**src/rtl/ins_burst_server.sv**
```systemverilog
// ins_burst_server
//   Answers instruction-fetch burst requests from the instruction cache.
//   The words come from a synchronous-read program memory, which has a
//   one-cycle read latency.
//   A request is accepted in IDLE. The block then issues one memory read per
//   cycle in ISSUE. Each read comes back one cycle later as a valid beat,
//   tagged with its beat index. After the last beat, rd_burst_finish pulses
//   once.
//
// Ports
//   clk, rst              clock; asynchronous active-low reset
//   ins_read_req          level request, held until the burst is consumed
//   ins_read_addr/len     start word address and length, sampled on acceptance
//   ins_to_cache          burst data word (0 when not valid)
//   rd_cnt_isa            beat index of the current word
//   rd_burst_data_valid   ins_to_cache / rd_cnt_isa valid
//   rd_burst_finish       one-cycle completion pulse
//   busy                  high whenever the FSM is not idle
//   mem_rd_en/addr/data   program-memory read port
module ins_burst_server #(
   parameter int ISA_DEPTH       = 128,
   parameter int TOTAL_ISA_DEPTH = 128,
   parameter int DDR_ADDR_WIDTH  = 28,
   parameter int MEM_ADDR_WIDTH  = 16,
   parameter int ISA_WIDTH       = 30
) (
   input  logic                      clk,
   input  logic                      rst,
   input  logic                      ins_read_req,
   input  logic [DDR_ADDR_WIDTH-1:0] ins_read_addr,
   input  logic [9:0]                ins_read_len,
   output logic [ISA_WIDTH-1:0]      ins_to_cache,
   output logic [9:0]                rd_cnt_isa,
   output logic                      rd_burst_data_valid,
   output logic                      rd_burst_finish,
   output logic                      busy,
   output logic                      mem_rd_en,
   output logic [MEM_ADDR_WIDTH-1:0] mem_rd_addr,
   input  logic [ISA_WIDTH-1:0]      mem_rd_data
);

   typedef enum logic [1:0] {S_IDLE, S_ISSUE, S_DONE} state_t;

   state_t                    state;
   logic [9:0]                len_q;
   logic [9:0]                issue_cnt;
   logic                      last_pending;

   logic [9:0]                len_clamped;
   logic [MEM_ADDR_WIDTH-1:0] start_addr;
   logic [MEM_ADDR_WIDTH-1:0] next_addr;
   logic                      abort;

   always_comb begin
      len_clamped = (ins_read_len > 10'(ISA_DEPTH)) ? 10'(ISA_DEPTH) : ins_read_len;
      start_addr  = MEM_ADDR_WIDTH'(ins_read_addr % DDR_ADDR_WIDTH'(TOTAL_ISA_DEPTH));
      // The running address steps by one and wraps, so only the start address needs a modulo.
      next_addr   = (mem_rd_addr == MEM_ADDR_WIDTH'(TOTAL_ISA_DEPTH - 1)) ?
                    '0 : mem_rd_addr + MEM_ADDR_WIDTH'(1);
      abort       = (state == S_ISSUE) && !ins_read_req;
   end

   assign ins_to_cache = rd_burst_data_valid ? mem_rd_data : '0;

   always_ff @(posedge clk or negedge rst) begin
      if (!rst) begin
         state               <= S_IDLE;
         len_q               <= '0;
         issue_cnt           <= '0;
         last_pending        <= 1'b0;
         rd_cnt_isa          <= '0;
         rd_burst_data_valid <= 1'b0;
         rd_burst_finish     <= 1'b0;
         busy                <= 1'b0;
         mem_rd_en           <= 1'b0;
         mem_rd_addr         <= '0;
      end else begin
         // Return path trails the issue path by one cycle.
         // On an abort, the read issued in this cycle is dropped.
         rd_burst_data_valid <= mem_rd_en && !abort;
         if (mem_rd_en && !abort)
            rd_cnt_isa <= issue_cnt;

         // The finish pulse and the count holding len come one cycle after the last beat.
         rd_burst_finish <= 1'b0;
         if (last_pending) begin
            rd_burst_finish <= 1'b1;
            rd_cnt_isa      <= len_q;
            last_pending    <= 1'b0;
         end

         unique case (state)
            S_IDLE: begin
               if (ins_read_req) begin
                  mem_rd_addr <= start_addr;
                  len_q       <= len_clamped;
                  issue_cnt   <= '0;
                  rd_cnt_isa  <= '0;
                  busy        <= 1'b1;
                  if (len_clamped == '0) begin
                     state           <= S_DONE;
                     rd_burst_finish <= 1'b1;
                  end else begin
                     state     <= S_ISSUE;
                     mem_rd_en <= 1'b1;
                  end
               end
            end
            S_ISSUE: begin
               if (!ins_read_req) begin
                  state     <= S_IDLE;
                  mem_rd_en <= 1'b0;
                  busy      <= 1'b0;
               end else if (issue_cnt == len_q - 10'd1) begin
                  state        <= S_DONE;
                  mem_rd_en    <= 1'b0;
                  last_pending <= 1'b1;
               end else begin
                  issue_cnt   <= issue_cnt + 10'd1;
                  mem_rd_addr <= next_addr;
               end
            end
            S_DONE: begin
               // A request that stays high is not served again.
               // The request must drop before a new burst can start.
               if (!ins_read_req) begin
                  state <= S_IDLE;
                  busy  <= 1'b0;
               end
            end
            default: begin
               state     <= S_IDLE;
               mem_rd_en <= 1'b0;
               busy      <= 1'b0;
            end
         endcase
      end
   end

endmodule

```
**config.mk**
```make
export PLATFORM = sky130hd
export DESIGN_NAME = ins_burst_server
export DESIGN_NICKNAME = d
export VERILOG_FILES = /design/src/rtl/ins_burst_server.sv
export SDC_FILE = /design/constraint.sdc
export NUM_CORES = 1
export LEC_CHECK = 0
export CAP_MARGIN = 25
export CELL_PAD_IN_SITES_DETAIL_PLACEMENT = 0
export CELL_PAD_IN_SITES_GLOBAL_PLACEMENT = 1
export CORE_MARGIN = 10
export CORE_UTILIZATION = 34
export CTS_CLUSTER_DIAMETER = 120
export DETAILED_ROUTE_END_ITERATION = 6
export PLACE_DENSITY_LB_ADDON = 0.1
export SLEW_MARGIN = 10
export SYNTH_ARGS = -nofsm -noshare
export SYNTH_HDL_FRONTEND = slang
export SYNTH_SLANG_ARGS = --single-unit
```
**constraint.sdc**
```tcl
create_clock -name clk -period 5.7 [get_ports clk]
set_clock_uncertainty 0.2 [all_clocks]
set_input_delay 1.14 -clock clk [delete_from_list [all_inputs] [get_ports clk]]
set_output_delay 1.14 -clock clk [all_outputs]
set_load 0.01 [all_outputs]
```
* Yosys cells after proc, flatten, opt, wreduce, memory -nomap -nowiden
Cells that the tools add are included.
** Storage, ports and cells
- Logic and storage cells :: 75
- Output and inout port bits :: 60
- Flip-flop bits (word level) :: 53
** Operators by class
- Bitwise gates (word level) :: 1
- Multiplexer cells :: 36
- Reduce and logical (&&, ||, !) cells :: 13
- Magnitude comparators :: 1
- Equality and inequality tests :: 11
- Add/sub/neg operators :: 3
** Operators by type and width (count)
- $mux 10 :: 8
- $mux 16 :: 4
- $pmux 16 s2 :: 1
- $mux 30 :: 1
- $pmux 10 s2 :: 1
- $add 16x1->16 const B :: 1
- $eq 16x7->1 const B :: 1
- $mux 1 :: 13
- $ne 2x2->1 const B :: 6
- $add 10x1->10 const B :: 1
- $eq 10x10->1 :: 1
- $gt 10x8->1 const B :: 1
- $logic_not 10->1 :: 1
- $mux 2 :: 5
- $sub 10x1->10 const B :: 1
- $reduce_and 4->1 :: 2
- $pmux 2 s3 :: 1
- $reduce_and 2->1 :: 2
- $ne 3x2->1 const B :: 1
- $pmux 1 s3 :: 1
- $reduce_and 3->1 :: 1
- $eq 2x1->1 const B :: 1
- $eq 2x2->1 const B :: 1
- $logic_and 1x1->1 :: 2
- other kinds (6) :: 7

* Longest topological paths before layout
Gate-level depths: netlist of run 1.
- Depth after elaboration :: 8
- Depth in mapped cells :: 11

* Worst setup path before layout of run 1
Ideal clock, no wire load.
- Kind :: input-to-reg
- Start :: input port ins_read_len[3]
- End :: register len_q[3]
- Slack :: 2.783 ns
- Buffers on the path :: 0
- Stages on the path :: 4
- Arrival time :: 2.646 ns
- Cells stage by stage :: nor4_1 nand2_1 a2111oi_0 a22o_1
** On the way
- Cells in the longest elaborated chain, start to end :: 2
** RTL lines
- start, declared :: RTL line 31 : input logic [9:0] ins_read_len,
- $gt 10x8->1 :: RTL line 55 : len_clamped = (ins_read_len > 10'(ISA_DEPTH)) ? 10'(ISA_DEPTH) : ins_read_len;
- $mux 10 (*) :: RTL line 55
- end signal, assigned :: RTL line 96 : len_q <= len_clamped;
- end, declared :: RTL line 45 : logic [9:0] len_q;
Mark *: on every way between the ends. The rest lies on a longest branch, timed or not.
A chain may end at the register's enable or synchronous reset.

* Final worst setup path of run 1
- Start :: input port mem_rd_data[5]
- End :: output port ins_to_cache[5]
** On the way
- Cells in the longest elaborated chain, start to end :: 1
** RTL lines
- start, declared :: RTL line 39 : input logic [ISA_WIDTH-1:0] mem_rd_data
- $mux 30 :: RTL line 63 : assign ins_to_cache = rd_burst_data_valid ? mem_rd_data : '0;
- end, declared :: RTL line 32 : output logic [ISA_WIDTH-1:0] ins_to_cache,
Every way passes these cells.

==> qor.yml, run 1 <==
antenna_found_initial: 0
setup_violations: 0
grt_pass1_vias: 3308
status: "finished clean"
hold_viol: 0
min_period_over_period_pct: 63.3
die_h_um: 119
post_dp_cell_area_sq_mm: 0.00453
core_area_sq_mm: 0.00968
relSlewSlack_pct: 43.2
hold_class: "reg -> reg"
post-cts-setup-buffers: 0
grt_max_degree: 54
die_w_um: 119
die_area_sq_mm: 0.0142
critPathRequiredTime_ns: 4.36
initial_core_util_pct: 34.5
dp.cells: 608
avgSynthCellArea_sq_um: 8.69
cts_htree_levels: 2
rows: 36
synth_cells: 385
min_period_ns: 3.61
cp-end-kind: "primary output"
synth_top_area_share_pct: 39.7
grt_usage_pct: 14.7
routed_wl_um: 10500
max_freq_mhz: 277
ctsLongestPathBuffers: 2
worst_slew_pin_slew_ns: 0.844
gp_congestion: 0.799
port_buffers: 109
syn-num-nets: 462
cts-root-buf: "clkbuf_8"
p_leak_nw: 2.08
holdWs_ns: 0.346
overflow: 0
crit_type: "in -> out"
vdd_drop_max_uv: 242
ant_nets: 0
ys.flop_type: "dfrtp_1"
routed-via-count: 3190
drive_gt1_share_pct: 4.76
yosys.area.top_type: "dfrtp_1"
fin_area_sq_mm: 0.00465
areaGrowthSynthToFinish_pct: 39.1
yosys_warnings: 0
yosys-top-cells-count: "53 x dfrtp_1, 41 x nand2_1, 39 x nor2_1"
yosysSeqAreaShare_pct: 39.7
drv_cap: 0
synth_area_sq_mm: 0.00334
dp_hpwl_um: 7850
drcViolationCount: 0
synth_most_common_cell: "dfrtp_1"
synth-seq-cells: 53
yosysUniqueCellTypes: 59
critPathMaxFanout: 1
antenna_cells: 0
finalNetCount: 559
clkTransAtPathRegs_ns: 0.10
worstSetupStartpointType: "input port"
viasPerCell: 5.18
power_density_mw_per_mm2: 388
cts-resized-gates: 0
totalNegativeSetupSlack_ns: 0
crit_arrival_ns: 2.27
cts_tree: "done"
ctsHoldBuffers: 0
final_cells: 616
grt_pass1_wl_um: 17500
pin_count: 131
drv_slew: 0
synth_edf_count: 0
synth-async-reset-ratio_pct: 100
clk_latency_ns: 0.32
drt_iter0_drc: 188
synth.area.top_cells: "dfrtp_1 40%, and2_1 6.7%, mux2i_1 6.0%"
drt_first_pass_iters: 4
rsz0062_at_grt: "false"
wl_per_cell_um: 17.1
cts_inserted_buffers: 5
cts.sinks: 53
-- path summary, 6_finish.rpt --
| kind | start | end | slack [ns] | cells past startpoint |
|---|---|---|---|---|
| max in group asynchronous | rst | mem_rd_addr[14] | 4.08 | 2 |
| min in group asynchronous | rst | rd_cnt_isa[5] | 0.73 | 2 |
| worst min register to register | len_q[9] | len_q[9] | 0.35 | 1 |
| worst max-delay path | mem_rd_data[5] | ins_to_cache[5] | 2.09 | 3 |
| worst max register to register | len_q[5] | mem_rd_addr[1] | 2.18 | 9 |
| worst min-delay path | len_q[9] | len_q[9] | 0.35 | 1 |
-- registers in the layout, indices dropped and copies added (netlist names), 2 cells and up --
register,flops
issue_cnt,10
len_q,10
mem_rd_addr,16
rd_cnt_isa,10
state,2
-- critical path: stages --
cell and delay (ns):
clkdlybuf4s50_1 0.47, and2_1 0.12, clkdlybuf4s50_1 0.54
-- kinds of logic (layout without fill, tap and decap cells) --
logic type | Yosys count | count (layout) | share of synthesized area, %
DFF | 53 | 53 | 39.7
buffers and inverters | 38 | 136 | 4.79
AOI/OAI and AO/OA | 74 | 74 | 15.6
adders and majority gates | 6 | 6 | 2.24
and+or+nand+nor | 180 | 180 | 27.9
xor gates and xnor gates | 12 | 12 | 3.14
muxes | 22 | 22 | 6.66
-- where the power goes --
group          switching (W)  internal [W]
clock               0.000133      0.000144
sequential          0.000135      0.000456
combinational       0.000454      0.000482
-- routing by layer --
layer | up-vias | GRT usage (%) | part of all wire, %
li1 | 1556 | - | -
met1 | 1493 | 19.0 | 47
met2 | 130 | 23.4 | 44
met3 | 11 | 4.16 | 8.1
met4 | 0 | 4.27 | 1.2
met5 | - | 0 | 0
-- per-stage QoR --
step | total power [W] | utilization, % | setup WS (ns)
3_5_place_dp | 0.00155 | 46.8 | 1.92
2_1_floorplan | 0.00114 | - | 2.78
6_report | 0.00180 | 48.0 | 2.09
3_3_place_gp | 0.00152 | 46.7 | 1.81
5_1_grt | 0.00196 | 48.0 | 1.96
4_1_cts | 0.00183 | 48.0 | 2.07
-- layout by cell type (no fill, tap or decap), types with 3 or more instances in the layout --
cell type	instances
dfrtp_1	53
nand3_1	9
o21ai_1	12
a211oi_1	3
ha_1	6
inv_1	11
o22ai_1	4
and3_1	8
o211ai_1	4
nor2b_1	3
clkdlybuf4s50_1	108
xnor2_1	6
a21oi_1	12
xor2_1	6
nand2_1	41
nand2b_1	8
clkbuf_8	6
nor3_1	9
nand4_1	10
mux2i_1	20
o21ai_0	4
buf_4	5
and2_1	36
a32oi_1	4
a22o_1	11
nor2_1	39
nor4_1	5
-- layout make-up --
type                    instances  area (sq um)
fillers                       927          5030
multi-input cells             294          1860
inverters                      13          48.8
flip-flops and latches         53          1330
clock buffers                   7          86.3
clock inverters                 1          30.0
repair buffers                115          1130
well taps                     133           166
(Power assumes the default switching activity.)
==> inputs of run 2 (changes only) <==
--- a/config.mk
+++ b/config.mk
@@ -9,7 +9,7 @@
 export CELL_PAD_IN_SITES_DETAIL_PLACEMENT = 0
 export CELL_PAD_IN_SITES_GLOBAL_PLACEMENT = 1
 export CORE_MARGIN = 10
-export CORE_UTILIZATION = 34
+export CORE_UTILIZATION = 32
 export CTS_CLUSTER_DIAMETER = 120
 export DETAILED_ROUTE_END_ITERATION = 6
 export PLACE_DENSITY_LB_ADDON = 0.1
==> constraint.sdc (replaced) <==
create_clock -name clk -period 3.4 [get_ports clk]
set_clock_uncertainty 0.2 [all_clocks]
set_input_delay 0.68 -clock clk [delete_from_list [all_inputs] [get_ports clk]]
set_output_delay 0.68 -clock clk [all_outputs]
set_load 0.01 [all_outputs]
==> run 2 against run 1 <==
Non-clock buffer count up 11. Critical path type is now reg -> reg. Sequential power rose by 65%. First-iteration DRC count decreased by 29%. Design area is 2.4% higher. Core utilization shrank 1.5 points. Sequential share of layout area fell by 0.67 points. Flip-flop and latch count did not move. Via count down 2.5%. Critical path depth increased by 4. Setup slack got worse by 1.9 ns.
==> qor.yml, run 2 (synthesis results as in run 1) <==
reg2reg_from: "len_q[4]"
routed_wl_um: 10300
relSlewSlack_pct: 52.9
largest-register: "mem_rd_addr"
initial_core_util_pct: 32.7
final_cell_mix: "108 x clkdlybuf4s50_1, 53 x dfrtp_1, 41 x nand2_1"
drv_slew: 0
rrSetupSlack_ns: 0.22
seq_area_sq_mm: 0.00133
drcViolationCount: 0
r2r_end: "mem_rd_addr[8]"
die_area_sq_mm: 0.0149
cp-end-kind: "register"
ctsLongestPathBuffers: 2
routed-via-count: 3109
cts_htree_levels: 2
ant_nets: 0
multi_input_area_sq_mm: 0.00187
min_period_ns: 3.18
pin_count: 131
wl_per_cell_um: 16.4
critPathMaxFanout: 15
core_area_sq_mm: 0.0102
setup_violations: 0
drv_cap: 0
p_leak_nw: 2.15
cts.sinks: 53
crit_arrival_ns: 3.20
port_buffers: 109
critPathRequiredTime_ns: 3.42
cts_tree: "done"
die_h_um: 122
worstSetupStartpointType: "register"
grt_pass1_vias: 3137
gp_congestion: 0.839
hold_viol: 0
grt_pass1_wl_um: 16900
drive_gt1_share_pct: 7.09
cts_inserted_buffers: 5
post_dp_cell_area_sq_mm: 0.00462
overflow: 0
rows: 37
cts-root-buf: "clkbuf_8"
grt_max_degree: 32
vdd_drop_max_uv: 333
areaGrowthSynthToFinish_pct: 42.4
antenna_cells: 0
antenna_found_initial: 0
drt_iter0_drc: 134
largest_reg_flops: 16
min_period_over_period_pct: 93.7
layout_commonest_cell: "clkdlybuf4s50_1"
clkTransAtPathRegs_ns: 0.11
finalNetCount: 570
crit_type: "reg -> reg"
die_w_um: 122
grt_usage_pct: 13.7
clk_latency_ns: 0.32
dp_hpwl_um: 8040
totalNegativeSetupSlack_ns: 0
final_cells: 630
dp.cells: 622
fill_cells: 1004
ctsHoldBuffers: 0
viasPerCell: 4.93
status: "finished clean"
fin_area_sq_mm: 0.00476
r2r_cells: 7
rsz0062_at_grt: "false"
power_density_mw_per_mm2: 658
hold_class: "in -> async"
worst_slew_pin_slew_ns: 0.707
drt_first_pass_iters: 4
max_freq_mhz: 314
## run 2: cell types whose count changed in the layout (fill, tap and decap cells not counted), sizes merged
cell	delta
bufinv	+1
clkbuf	-2
buf	+11
inv	+1
## run 2: how the worst max path moves through the flow
stage                         from        endpoint  slack (ns)  cells past startpoint
after global placement    len_q[4]  mem_rd_addr[8]        0.22                      7
after detailed placement  len_q[4]  mem_rd_addr[7]        0.19                      8
after CTS                 len_q[4]  mem_rd_addr[8]        0.16                      7
after global routing      len_q[3]  mem_rd_addr[4]        0.02                      7
after floorplan           len_q[3]  mem_rd_addr[6]        0.54                      8
final                     len_q[4]  mem_rd_addr[8]        0.22                      7
## run 2: critical path: stages (launching register included)
cell and delay, ns:
dfrtp_1 0.50, or4_4 0.57, or4_1 0.53, a211oi_2 0.26
a21boi_2 0.27, a21oi_4 0.16, and2_0 0.34, a22o_1 0.25
## run 2: report_power, final
| group | switching (W) | leakage, nW | internal, W |
|---|---|---|---|
| sequential | 0.000210 | 0.706 | 0.000764 |
| combinational | 0.000780 | 1.37 | 0.000852 |
| clock | 0.000228 | 0.0687 | 0.000297 |
| total | 0.00122 | 2.15 | 0.00191 |
## run 2: final cells by class
cell class / instances / area share (%)
multi-input cells: 294 / 39.2
flip-flops and latches: 53 / 27.9
repair buffers: 126 / 25.5
well taps: 136 / 3.57
clock buffers: 5 / 1.45
clock inverters: 3 / 1.45
inverters: 13 / 1.02
## run 2: per-stage QoR
step / utilization (%) / total power [W] / hold WS (ns) / setup WS, ns
final: 46.5 / 0.00313 / 0.144 / 0.216
after global routing: 46.5 / 0.00338 / 0.165 / 0.0243
after CTS: 46.5 / 0.00318 / 0.155 / 0.159
after detailed placement: 45.1 / 0.00264 / 0.319 / 0.189
after global placement: 45.1 / 0.00261 / 0.324 / 0.223
after floorplan: - / 0.00191 / 0.184 / 0.542
## run 2: routing by layer
layer	routed length (um)	part of all wire [%]	track usage [%]	up-vias
met3	625	6.1	3.26	5
met5	0	0	0	-
met1	4840	47	18.0	1451
met2	4780	46	22.5	79
li1	-	-	-	1574
met4	68	0.66	2.65	0
## run 2: timing repair
action,CTS,global route
setup buffers,0,0
resized for setup,0,1
setup endpoints to repair,0,16
==> inputs of run 3 (changes only) <==
--- a/config.mk
+++ b/config.mk
@@ -11,6 +11,7 @@
 export CORE_MARGIN = 10
 export CORE_UTILIZATION = 32
 export CTS_CLUSTER_DIAMETER = 120
+export CTS_CLUSTER_SIZE = 40
 export DETAILED_ROUTE_END_ITERATION = 6
 export PLACE_DENSITY_LB_ADDON = 0.1
 export SLEW_MARGIN = 10
==> results of run 3 <==
The final DEF is identical to that of run 2; final timing and power are the same.
